[config.mk]
export PLATFORM = sky130hd
export DESIGN_NAME = hazard_scoreboard
export DESIGN_NICKNAME = d
export VERILOG_FILES = /design/src/rtl/hazard_scoreboard.sv
export SDC_FILE = /design/constraint.sdc
export NUM_CORES = 1
export LEC_CHECK = 0
export ABC_AREA = 1
export CAP_MARGIN = 10
export CORE_MARGIN = 4
export CORE_UTILIZATION = 42
export CTS_CLUSTER_DIAMETER = 30
export DETAILED_ROUTE_END_ITERATION = 12
export MAX_ROUTING_LAYER = met4
export PLACE_DENSITY = 0.91
export SLEW_MARGIN = 20
export SYNTH_ARGS = -nofsm -noshare
export SYNTH_HDL_FRONTEND = slang
export SYNTH_SLANG_ARGS = --single-unit
[constraint.sdc]
create_clock -name clk -period 1.6 [get_ports clk]
set_input_delay 0.32 -clock clk [delete_from_list [all_inputs] [get_ports clk]]
set_output_delay 0.32 -clock clk [all_outputs]
set_load 0.01 [all_outputs]
[src/rtl/hazard_scoreboard.sv]
// hazard_scoreboard: in-order pipeline hazard unit (operand forwarding, load-use and multi-cycle stalls, branch flush).
// Latency: stall/flush/fwd_a/fwd_b/mc_busy are combinational from shadow-pipe state and ID inputs; the shadow pipe advances every clk.
// Backpressure: stall holds PC and IF/ID while a bubble is inserted; flush squashes IF/ID; a branch seen while mc_busy is ignored.
// Ports: clk/rst (sync, active-high); id_* describe the instruction in ID; br_taken from stage 1;
//        stall, flush, fwd_a, fwd_b (0 = regfile, k = stage k), mc_busy; stall_cycles/flush_count statistics.
// Optional feature: define HAZ_STAT_EN to build the saturating stall/flush statistics counters (tied to 0 otherwise).
module hazard_scoreboard #(
  parameter int AW    = 5,
  parameter int NSTG  = 2,
  parameter int MCLAT = 4
) (
  input  logic          clk,
  input  logic          rst,
  input  logic          id_valid,
  input  logic [AW-1:0] id_rs,
  input  logic [AW-1:0] id_rt,
  input  logic          id_rs_used,
  input  logic          id_rt_used,
  input  logic          id_wr_en,
  input  logic [AW-1:0] id_wr_addr,
  input  logic          id_is_load,
  input  logic          id_is_mc,
  input  logic          br_taken,
  output logic          stall,
  output logic          flush,
  output logic [2:0]    fwd_a,
  output logic [2:0]    fwd_b,
  output logic          mc_busy,
  output logic [15:0]   stall_cycles,
  output logic [15:0]   flush_count
);

  localparam int CW = 4;

  typedef struct packed {
    logic          vld;
    logic          wr_en;
    logic [AW-1:0] addr;
    logic          is_load;
  } ent_t;

  localparam ent_t BUBBLE = '0;

  // pipe[k] mirrors stage k+1 (pipe[0] = EX)
  ent_t          pipe [NSTG];
  logic [CW-1:0] mc_cnt;
  logic          load_use;
  logic          ld_hit;

  // Register r0 is hard-wired, so it never creates a dependency.
  function automatic logic hit(input ent_t e, input logic [AW-1:0] src, input logic used);
    return e.vld & e.wr_en & (e.addr == src) & used & (src != '0);
  endfunction

  assign mc_busy = (mc_cnt != '0);
  assign flush   = br_taken & ~mc_busy;

  // Walk from the oldest stage down so the youngest producer wins.
  always_comb begin
    fwd_a = '0;
    fwd_b = '0;
    for (int k = NSTG - 1; k >= 0; k--) begin
      if (id_valid && hit(pipe[k], id_rs, id_rs_used)) fwd_a = 3'(k + 1);
      if (id_valid && hit(pipe[k], id_rt, id_rt_used)) fwd_b = 3'(k + 1);
    end
  end

  always_comb begin
    ld_hit   = hit(pipe[0], id_rs, id_rs_used) | hit(pipe[0], id_rt, id_rt_used);
    load_use = id_valid & pipe[0].is_load & ld_hit;
  end

  // A taken branch squashes the ID instruction anyway, so it cancels the load-use bubble.
  assign stall = (load_use & ~flush) | mc_busy;

  always_ff @(posedge clk) begin
    if (rst) begin
      for (int k = 0; k < NSTG; k++) pipe[k] <= BUBBLE;
      mc_cnt <= '0;
    end else if (mc_busy) begin
      // Multi-cycle op keeps stage 1; a bubble trails it into stage 2.
      mc_cnt <= mc_cnt - CW'(1);
      for (int k = 1; k < NSTG; k++) pipe[k] <= (k == 1) ? BUBBLE : pipe[k-1];
    end else begin
      for (int k = 1; k < NSTG; k++) pipe[k] <= pipe[k-1];
      if (flush || load_use) begin
        pipe[0] <= BUBBLE;
      end else begin
        pipe[0] <= '{vld: id_valid, wr_en: id_wr_en, addr: id_wr_addr, is_load: id_is_load};
        if (id_valid && id_is_mc) mc_cnt <= CW'(MCLAT - 1);
      end
    end
  end

`ifdef HAZ_STAT_EN
  logic [15:0] stall_q;
  logic [15:0] flush_q;

  always_ff @(posedge clk) begin
    if (rst) begin
      stall_q <= '0;
      flush_q <= '0;
    end else begin
      if (stall && stall_q != 16'hFFFF) stall_q <= stall_q + 16'd1;
      if (flush && flush_q != 16'hFFFF) flush_q <= flush_q + 16'd1;
    end
  end

  assign stall_cycles = stall_q;
  assign flush_count  = flush_q;
`else
  assign stall_cycles = '0;
  assign flush_count  = '0;
`endif

endmodule

==> results.cfg, run 1 <==
[worst_setup_path]
end_kind = primary output
r2r.worst_path.cells = 10
worstPathRequired_ns = 1.28
crit_arrival_ns = 1.74
crit_path_max_fanout = 3
crit_type = flip-flop to primary output
critPathLaunchType = flip-flop

[pwr]
p_leak_nw = 1.05
p_per_area_mw_per_mm2 = 1310
peakVddDrop_mv = 0.653
finalPower_mw = 2.73

[clock_network]
clock-sinks = 19
clockBufferDepth = 2
cts_buffers = 3
clkTransAtPathRegs_ns = 0.10
htreeDepth = 1
holdBufCountCts = 0
root_buffer = clkbuf_4
worst_skew_pair.late_latency_ns = 0.29
cts_tree = done

[yosys]
post-synth-top-count-cell = inv_1
synth_top_area_share_pct = 29.8
ys_async_sr_fraction_pct = 0
yosysUniqueCellTypes = 31
synth_top_cell_by_area = edfxtp_1
syn-cell-area_sq_mm = 0.00151
synth_area_leaders = edfxtp_1 30%, buf_4 17%, inv_1 9.2%
ys_seq_elements = 19
synth_commonest_cells = 37 x inv_1, 34 x buf_4, 27 x nand2_1
syn_avg_cell_area_sq_um = 7.83
ys.flop_type = edfxtp_1
synth_edf_count = 15
ys_seq_area_share_pct = 35.1
synth_warnings = 0
netlist_instances = 193

[sta]
max_clock_freq_mhz = 486
drv_slew = 0
finalHoldWorstSlack_ns = 0.540
finClkSkew_ns = 0.00152
grt_setup_unrepaired = yes
finalCritPeriodShare_pct = 129
finalHoldViolations = 0
setup_ws_ns = -0.458
finalWorstPathRequiredPeriod_ns = 2.06
tns_ns = -1.90
setup_violations = 6

[final_layout]
design_area_sq_mm = 0.00209
final_cell_count_no_fill = 307
layout.nets = 287
area_growth_pct = 38.4
diodes = 0
post-route-util_pct = 61.2
layout-drive-gt1-share_pct = 31.0

[die]
coreArea_sq_mm = 0.00342
rows = 21
fp.dieW_microns = 68.0
pin_count = 65
initial_utilization_pct = 44.2
die_y_microns = 68.0
die-area_sq_mm = 0.00462

[global_routing]
grt_pass1_vias = 1227
antenna_found_initial = 0
grt_overflow = 0
grt_usage_pct = 15.1
grt_max_degree = 11
grt_pass1_wl_microns = 5140

[placed_design]
gp_congestion = 0.880
placement.cell_area_sq_mm = 0.00195
dp_worst_setup_slack_ns = -0.978
hpwl_microns = 2750
port_buffers = 30
placedCellCount = 297

[min_path]
hold_depth = 3
hp-class = flip-flop to flip-flop

[status]
violations = setup timing
status = finished, violations left

[detailed_routing]
dr.first_iter.drc_count = 85
vias = 1298
drt-total-wl_microns = 3580
drcViolationCount = 0
dr.pass1.iters = 4
wl_per_cell_microns = 11.7
viasPerCell = 4.23
detail-route-antenna-nets = 0

[flow_run]
maxCapViolCount = 0
-- path summary, 6_finish.rpt --
| path | startpoint | end | slack, ns |
|---|---|---|---|
| max | pipe[0][3] | fwd_b[1] | -0.46 |
| min | mc_cnt[0] | mc_cnt[0] | 0.54 |
| min reg2reg | mc_cnt[0] | mc_cnt[0] | 0.54 |
| max reg2reg | pipe[0][3] | pipe[0][7] | 0.03 |
-- where the power goes --
part | leakage [nW] | switching [mW] | internal (mW) | total [mW]
Combinational | 0.843 | 0.815 | 0.794 | 1.61
Clock | 0.0150 | 0.142 | 0.0970 | 0.239
Sequential | 0.192 | 0.134 | 0.753 | 0.886
-- worst max-delay path: stages, from the launching register on --
cell	delay, ns
edfxtp_1	0.40
inv_1	0.15
nand2_1	0.07
nand2_1	0.08
nand2_2	0.07
nor2_4	0.13
nand2_2	0.09
buf_6	0.13
o2111ai_2	0.14
inv_1	0.07
buf_6	0.12
-- metal layers --
| metal | wire length (microns) | global-route usage (%) | share of wire (%) |
|---|---|---|---|
| met4 | 90 | 5.21 | 2.5 |
| met3 | 192 | 1.31 | 5.4 |
| met2 | 1940 | 26.5 | 54 |
| met5 | 0 | - | 0 |
| met1 | 1360 | 18.0 | 38 |
-- state kept, by name (all words and copies together), names as in the netlist --
register  cells
mc_cnt        4
pipe         15
-- timing repair --
| action | in CTS | in global routing |
|---|---|---|
| endpoints found under the setup margin | 22 | 17 |
| pin swaps | 13 | 6 |
| buffers inserted | 2 | 4 |
| gates resized for setup | 63 | 8 |
-- area by class of cell --
| type | instances | area, sq um |
|---|---|---|
| Clock buffer | 4 | 26.3 |
| Fill cell | 292 | 1320 |
| Inverter | 40 | 150 |
| Multi-Input combinational cell | 139 | 802 |
| Sequential cell | 19 | 532 |
| Tap cell | 46 | 57.6 |
| Timing Repair Buffer | 59 | 524 |
-- layout by cell type, fill, tap and decap left out, types with 2 or more instances in the layout --
cell type,synthesis,layout
nor2_4,1,3
clkbuf_4,0,3
clkdlybuf4s50_1,0,14
nand4_1,2,2
buf_2,0,3
inv_1,37,32
nand3_4,2,2
inv_2,3,8
a21oi_2,0,2
nor2_1,20,13
nand2_4,1,2
nand2_2,3,4
dfxtp_1,4,3
buf_6,0,6
edfxtp_1,15,15
nand2_1,27,25
dlygate4sd2_1,0,8
xnor2_1,9,9
nor2_2,8,13
buf_4,34,25
xor2_1,4,4
nand3_1,3,3
a21oi_1,5,3
conb_1,2,41
-- logic make-up after synthesis --
kind of cell	Yosys count	share of synthesized area, %
DFF	19	35.1
and+or+nand+nor	73	24.6
adders and majority gates	1	0.828
buffers and inverters	74	26.8
xor gates and xnor gates	13	7.53
AOI/OAI and AO/OA	11	4.64
other	2	0.497
Note: power is estimated with default switching activity, not from simulation.
==> run 2, diff against run 1 <==
--- a/config.mk
+++ b/config.mk
@@ -7,12 +7,14 @@
 export LEC_CHECK = 0
 export ABC_AREA = 1
 export CAP_MARGIN = 10
+export CELL_PAD_IN_SITES_DETAIL_PLACEMENT = 1
+export CELL_PAD_IN_SITES_GLOBAL_PLACEMENT = 1
 export CORE_MARGIN = 4
-export CORE_UTILIZATION = 42
+export CORE_UTILIZATION = 30
 export CTS_CLUSTER_DIAMETER = 30
 export DETAILED_ROUTE_END_ITERATION = 12
 export MAX_ROUTING_LAYER = met4
-export PLACE_DENSITY = 0.91
+export PLACE_DENSITY = 0.92
 export SLEW_MARGIN = 20
 export SYNTH_ARGS = -nofsm -noshare
 export SYNTH_HDL_FRONTEND = slang
==> results.cfg, run 2 (same netlist as run 1, synthesis figures left out) <==
[worst_setup_path]
r2r.worst_path.cells = 11
worstPathRequired_ns = 1.28
crit_path_frequent_cell = nand2_1
crit_chain = inv_1, nand2_1, nand2_1, nand2_1, nor2_2, nand2_2, buf_6, o2111ai_4, inv_2, buf_6
crit_path_max_fanout = 3
end_kind = primary output
r2r-end = pipe[0][4]
max_stage_delay_ns = 0.44
critPathLaunchType = flip-flop
r2r_start = pipe[0][4]
crit_arrival_ns = 1.63
endpoint = fwd_b[1]
startpoint = pipe[0][5]
slowest_stage = edfxtp_1
crit_type = flip-flop to primary output
regToRegSetupSlack_ns = -0.08

[clock_network]
clkTransAtPathRegs_ns = 0.08
cts_buffers = 3
root_buffer = clkbuf_8
clockBufferDepth = 2
htreeDepth = 1
holdBufCountCts = 0
clock-sinks = 19
worst_skew_pair.late_latency_ns = 0.25
cts_tree = done

[sta]
drv_slew = 0
grt_setup_unrepaired = yes
setup_violations = 15
finClkSkew_ns = 0.00415
max_clock_freq_mhz = 513
finalHoldWorstSlack_ns = 0.533
setup_ws_ns = -0.351
tns_ns = -2.15
finalCritPeriodShare_pct = 122
finalHoldViolations = 0
finalWorstPathRequiredPeriod_ns = 1.95

[global_routing]
antenna_found_initial = 0
grt_pass1_vias = 1338
grt_usage_pct = 13.2
grt_max_degree = 11
grt_pass1_wl_microns = 6350
grt_overflow = 0

[detailed_routing]
drt-total-wl_microns = 4080
vias = 1291
drcViolationCount = 0
wl_met2_microns = 2270
wl_met3_microns = 238
wl_per_cell_microns = 12.4
drt-met1-wl_microns = 1550
viasPerCell = 3.92
dr.first_iter.drc_count = 34
detail-route-antenna-nets = 0
top_layer = met4
dr.pass1.iters = 4

[die]
initial_utilization_pct = 31.4
coreArea_sq_mm = 0.00482
pin_count = 65
rows = 25
die_y_microns = 79.0
fp.dieW_microns = 79.0
die-area_sq_mm = 0.00624

[final_layout]
seq_area_sq_um = 533
largest_reg_flops = 15
multi_input_area_sq_um = 875
mostFrequentLayoutCell = conb_1
diodes = 0
final_cell_mix = 41 x conb_1, 30 x inv_1, 24 x nand2_1, 22 x buf_4, 15 x edfxtp_1
design_area_sq_mm = 0.00223
fill_cells = 600
final_cell_count_no_fill = 329
layout-drive-gt1-share_pct = 35.5
top_regs = pipe (15), mc_cnt (4)
regMostFlops = pipe
layout.nets = 288
area_growth_pct = 47.7

[status]
status = finished, violations left
violations = setup timing

[placed_design]
dp_worst_setup_slack_ns = -0.910
placedCellCount = 314
placement.cell_area_sq_mm = 0.00194
port_buffers = 30
gp_congestion = 0.856
hpwl_microns = 3220

[flow_run]
maxCapViolCount = 0

[pwr]
p_leak_nw = 1.07
peakVddDrop_mv = 0.930
p_per_area_mw_per_mm2 = 1350

[min_path]
hold_depth = 3
hp-class = flip-flop to flip-flop
-- run 2: area by class of cell --
type	count	share of cell area (%)
tap	67	3.76
clock buffer	4	2.02
multi-input combinational	139	39.2
sequential	19	23.9
timing repair buffer	60	24.2
inverter	40	6.95
-- run 2: metal layers --
metal	GRT usage (%)	up-vias
met3	1.93	2
li1	-	653
met5	-	-
met2	24.4	35
met4	2.58	0
met1	15.0	601
-- run 2: per-stage QoR --
step	utilization, %	total power [mW]
after floorplan	-	1.62
after global placement	40.3	2.14
after detailed placement	40.3	2.22
after CTS	42.9	2.69
after global routing	46.3	3.24
final	46.3	3.01
-- run 2: how the worst min path moves through the flow --
stage,slack (ns),start,to
floorplan,0.46,rst,mc_cnt[0]
finish,0.53,mc_cnt[0],mc_cnt[0]
global route,0.57,mc_cnt[0],mc_cnt[0]
detailed placement,0.53,mc_cnt[0],mc_cnt[0]
global placement,0.50,mc_cnt[0],mc_cnt[0]
CTS,0.53,mc_cnt[0],mc_cnt[0]
-- run 2: power by group --
| part | leakage (nW) | total, mW | switching [mW] | internal (mW) |
|---|---|---|---|---|
| Sequential | 0.192 | 0.883 | 0.128 | 0.756 |
| Clock | 0.0228 | 0.339 | 0.162 | 0.177 |
| Combinational | 0.851 | 1.79 | 0.929 | 0.862 |
| Total | 1.07 | 3.01 | 1.22 | 1.79 |
-- run 2: critical path, delay by kind of cell, from the launching register on --
family                 cells  cell delay, ns
DFF                        1            0.44
AOI/OAI and AO/OA          1            0.17
buffers and inverters      4            0.40
and+or+nand+nor            5            0.36
-- run 2: repair_timing --
item / CTS / global route
gates resized for setup: 64 / 35
hold endpoints to repair: 0 / 0
buffers inserted: 8 / 3
endpoints found under the setup margin: 32 / 32
pin swaps: 22 / 16
==> variant 1 (config.mk and constraints of run 1) <==
Change the parameter `AW` from 5 to 6.
--- a/src/rtl/hazard_scoreboard.sv
+++ b/src/rtl/hazard_scoreboard.sv
@@ -6,5 +6,5 @@
 // Optional feature: define HAZ_STAT_EN to build the saturating stall/flush statistics counters (tied to 0 otherwise).
 module hazard_scoreboard #(
-  parameter int AW    = 5,
+  parameter int AW    = 6,
   parameter int NSTG  = 2,
   parameter int MCLAT = 4
Ports: changed (resized id_rs, id_rt and id_wr_addr); port bits go from 65 to 68. No check against the original RTL was run, so the function may have changed too.
==> variant 1 against run 1 <==
The run still ends with setup timing left; non-clock buffer count is the same; sequential cell count increased by 2; wire length rose by 10%; final cell count is 12% higher; area after synthesis up 14%; final area rose by 11%; total power down 3.6%; setup slack better by 0.090 ns; count of clock-buffer cells in the layout did not move; critical path type unchanged; critical endpoint is now fwd_b[0].
==> variant 1: results (changes against run 1) <==
| Metric | Value |
|---|---|
| Status | complete, but fails checks (unchanged) |
| Violated checks | setup timing (unchanged) |
| Metal3 WL | 340 um (was 192 um) |
| Setup tns final | -2.44 ns (was -1.90 ns) |
| Fillers | 354 (was 292) |
| Layout Skew | 0.00497 ns (was 0.00152 ns) |
| Met1 global-route usage | 17.4% (was 18.0%) |
| WL met2 | 2.05 mm (was 1.94 mm) |
| Dpl hpwl | 3.16 mm (was 2.75 mm) |
| CTS root buffer | clkbuf_8 (was clkbuf_4) |
| Worst Path Arrival | 1.65 ns (was 1.74 ns) |
| Hold Crit Class | reg2reg (unchanged) |
| Drt initial violations | 60 (was 85) |
| Largest cells by area after synthesis | edfxtp_1 30%, buf_4 15%, inv_1 7.9%, nand2_1 7.0%, nor2_1 5.9% (was edfxtp_1 30%, buf_4 17%, inv_1 9.2%, nand2_1 6.7%, dfxtp_1 5.3%) |
| First-pass GRT wire length | 6.16 mm (was 5.14 mm) |
| Top delay family on crit path | simple AND/OR/NAND/NOR gates (was buffers and inverters) |
| Met2 usage | 26.6% (was 26.5%) |
| Biggest registers after layout | pipe x17, mc_cnt x4 (was pipe x15, mc_cnt x4) |
| XOR/XNOR Fraction of Synth Area | 7.14% (was 7.53%) |
| Seq/Total Area, Yosys | 34.4% (was 35.1%) |
| Pre-CTS setup slack | -0.989 ns (was -0.978 ns) |
| Gpl congestion | 1.03 (was 0.880) |
| Final setup violating endpoints | 15 (was 6) |
| Postcts setup bufs | 3 (was 2) |
| Total track usage | 15.3% (was 15.1%) |
| Final Non-Filler Cells | 345 (was 307) |
| Synth Area in Compound Gates | 3.86% (was 4.64%) |
| Met1 wire length | 1.51 mm (was 1.36 mm) |
| Mapped Avg Cell Area | 7.57 um^2 (was 7.83 um^2) |
| Largest net degree at the start of global routing | 12 (was 11) |
| Synth Area in Adders | 0.728% (was 0.828%) |
| IR drop worst, VDD | 934 uV (was 653 uV) |
| Multi-input logic area | 966 um^2 (was 802 um^2) |
| # nets final | 326 (was 287) |
| CTS clk-pin slew, worst paths | 0.08 ns (was 0.10 ns) |
| Met3 Track Usage GR | 3.05% (was 1.31%) |
| Commonest cells post-synth | 36 x inv_1, 34 x buf_4, 32 x nand2_1 (was 37 x inv_1, 34 x buf_4, 27 x nand2_1) |
| Layout cells sized above 1 | 27.6% (was 31.0%) |
| Lkg Pwr | 1.16 nW (was 1.05 nW) |
| Clk Latency, worst-skew pair | 0.25 ns (was 0.29 ns) |
| Wire per inst | 11.4 um (was 11.7 um) |
| Cells after DPL | 338 (was 297) |
| Vias in the first global route | 1,422 (was 1,227) |
| Yosys cell types | 30 (was 31) |
| DP Area | 0.00220 mm^2 (was 0.00195 mm^2) |
| Cts repair resizes | 56 (was 63) |
| Post-synth EDFFs | 17 (was 15) |
| Initial antenna violation count | 0 (unchanged) |
| Setup ws final | -0.368 ns (was -0.458 ns) |
| Vias per std cell | 4.39 (was 4.23) |
| Critical path's largest stage delay | 0.44 ns (was 0.40 ns) |
## variant 1: cell types whose count changed after synthesis, moves of 5 or more
cell,delta
inv_2,+5
nand3_1,+8
xor2_1,+7
xnor2_1,-6
nor2_2,+7
nand2_1,+5
nor2_1,+7
## variant 1: layout make-up
type | count | area share, %
timing repair buffer | 59 | 21.3
clock buffer | 4 | 1.94
tap | 48 | 2.58
multi-input combinational | 169 | 41.6
inverter | 44 | 7.11
sequential | 21 | 25.5
## variant 1: final timing paths
kind / start / depth (start not counted) / endpoint / slack, ns
min: mc_cnt[0] / 3 / mc_cnt[0] / 0.51
min reg2reg: mc_cnt[0] / 3 / mc_cnt[0] / 0.51
max: pipe[0][3] / 7 / fwd_b[0] / -0.37
max reg2reg: pipe[0][3] / 9 / pipe[0][2] / -0.10
## variant 1: power breakdown
group,total [mW],internal [mW],switching (mW)
clock,0.335,0.177,0.159
sequential,0.906,0.788,0.118
combinational,1.39,0.642,0.752
total,2.64,1.61,1.03
==> variant 2 (settings of run 1) <==
Without the edit above. Add a define of `HAZ_STAT_EN`.
--- a/src/rtl/hazard_scoreboard.sv
+++ b/src/rtl/hazard_scoreboard.sv
@@ -5,4 +5,6 @@
 //        stall, flush, fwd_a, fwd_b (0 = regfile, k = stage k), mc_busy; stall_cycles/flush_count statistics.
 // Optional feature: define HAZ_STAT_EN to build the saturating stall/flush statistics counters (tied to 0 otherwise).
+`define HAZ_STAT_EN
+
 module hazard_scoreboard #(
   parameter int AW    = 5,
Check against the original RTL: not equivalent (a bounded check fails within 4 cycles, from zero or initial values and one cycle with rst high).
==> variant 2 against run 1 <==
The run still ends with setup timing left; clock skew increased by 0.0075 ns; final area grew 140%; wire length grew to 3.1 times the old value; non-clock buffer count is 83 higher; sequential cell count increased by 32; setup slack improved by 0.11 ns; area after synthesis grew 98%; total power rose by 130%.
==> variant 2: results (changes against run 1) <==
| Metric | Value |
|---|---|
| Synth Area in Compound Gates | 9.36% (was 4.64%) |
| CTS root buffer | clkbuf_8 (was clkbuf_4) |
| Drt initial violations | 266 (was 85) |
| Violated checks | setup timing (unchanged) |
| Gpl congestion | 1.00 (was 0.880) |
| WL met2 | 5.76 mm (was 1.94 mm) |
| Setup ws final | -0.349 ns (was -0.458 ns) |
| R2r endpoint | stall_cycles[14] (was pipe[0][7]) |
| Seq/Total Area, Yosys | 39.1% (was 35.1%) |
| Postcts setup bufs | 8 (was 2) |
| Critical path's largest stage delay | 0.46 ns (was 0.40 ns) |
| Num CTS Buffers | 5 (was 3) |
| Hold Slack | 0.501 ns (was 0.540 ns) |
| First-pass GRT wire length | 15.1 mm (was 5.14 mm) |
| CTS HTree Levels | 2 (was 1) |
| Status | complete, but fails checks (unchanged) |
| WHS Path Cells | 2 (was 3) |
| Count of input and output buffers | 62 (was 30) |
| Logic power comb | 3.80 mW (was 1.61 mW) |
| Hold Crit Start | flush_count[6] (was mc_cnt[0]) |
| Hold Path End | flush_count[6] (was mc_cnt[0]) |
| Mapped Cells | 433 (was 193) |
| Final setup violating endpoints | 49 (was 6) |
| Layout cells sized above 1 | 40.2% (was 31.0%) |
| Met3 Track Usage GR | 3.33% (was 1.31%) |
| Crit path to | fwd_a[1] (was fwd_b[1]) |
| PD cells | 1280 mW/mm^2 (was 1310 mW/mm^2) |
| Setup tns final | -7.08 ns (was -1.90 ns) |
| Yosys cell types | 40 (was 31) |
| NetSw | 2.49 mW (was 1.09 mW) |
| Final Non-Filler Cells | 675 (was 307) |
variant 2: cell count changes after synthesis, sizes merged, moves of 3 or more:
cell / run 1 / this run
nor4: 1 / 4
buf: 34 / 10
nand3: 6 / 42
o21ai: 1 / 7
nor2: 29 / 75
o21bai: 0 / 3
dfxtp: 4 / 36
nand2: 31 / 90
inv: 40 / 71
a21oi: 5 / 31
nor3: 1 / 10
variant 2: final cells by class:
type / instances / area [um^2]
multi-input cells: 305 / 1940
fillers: 488 / 1860
repair buffers: 142 / 1340
flip-flops and latches: 51 / 1220
inverters: 73 / 289
well taps: 96 / 120
clock buffers: 6 / 93.8
clock inverters: 2 / 12.5
variant 2: through the flow:
step	setup slack (ns)	instance area [um^2]
CTS	-0.352	4480
finish	-0.349	5010
floorplan	0.0110	3020
global placement	-0.943	4140
detailed placement	-0.965	4140
global route	-0.432	5010
variant 2: tightest hold or removal path, stage by stage (launching register included):
cell and delay, ns:
dfxtp_4 0.37, inv_1 0.05, a21oi_1 0.05
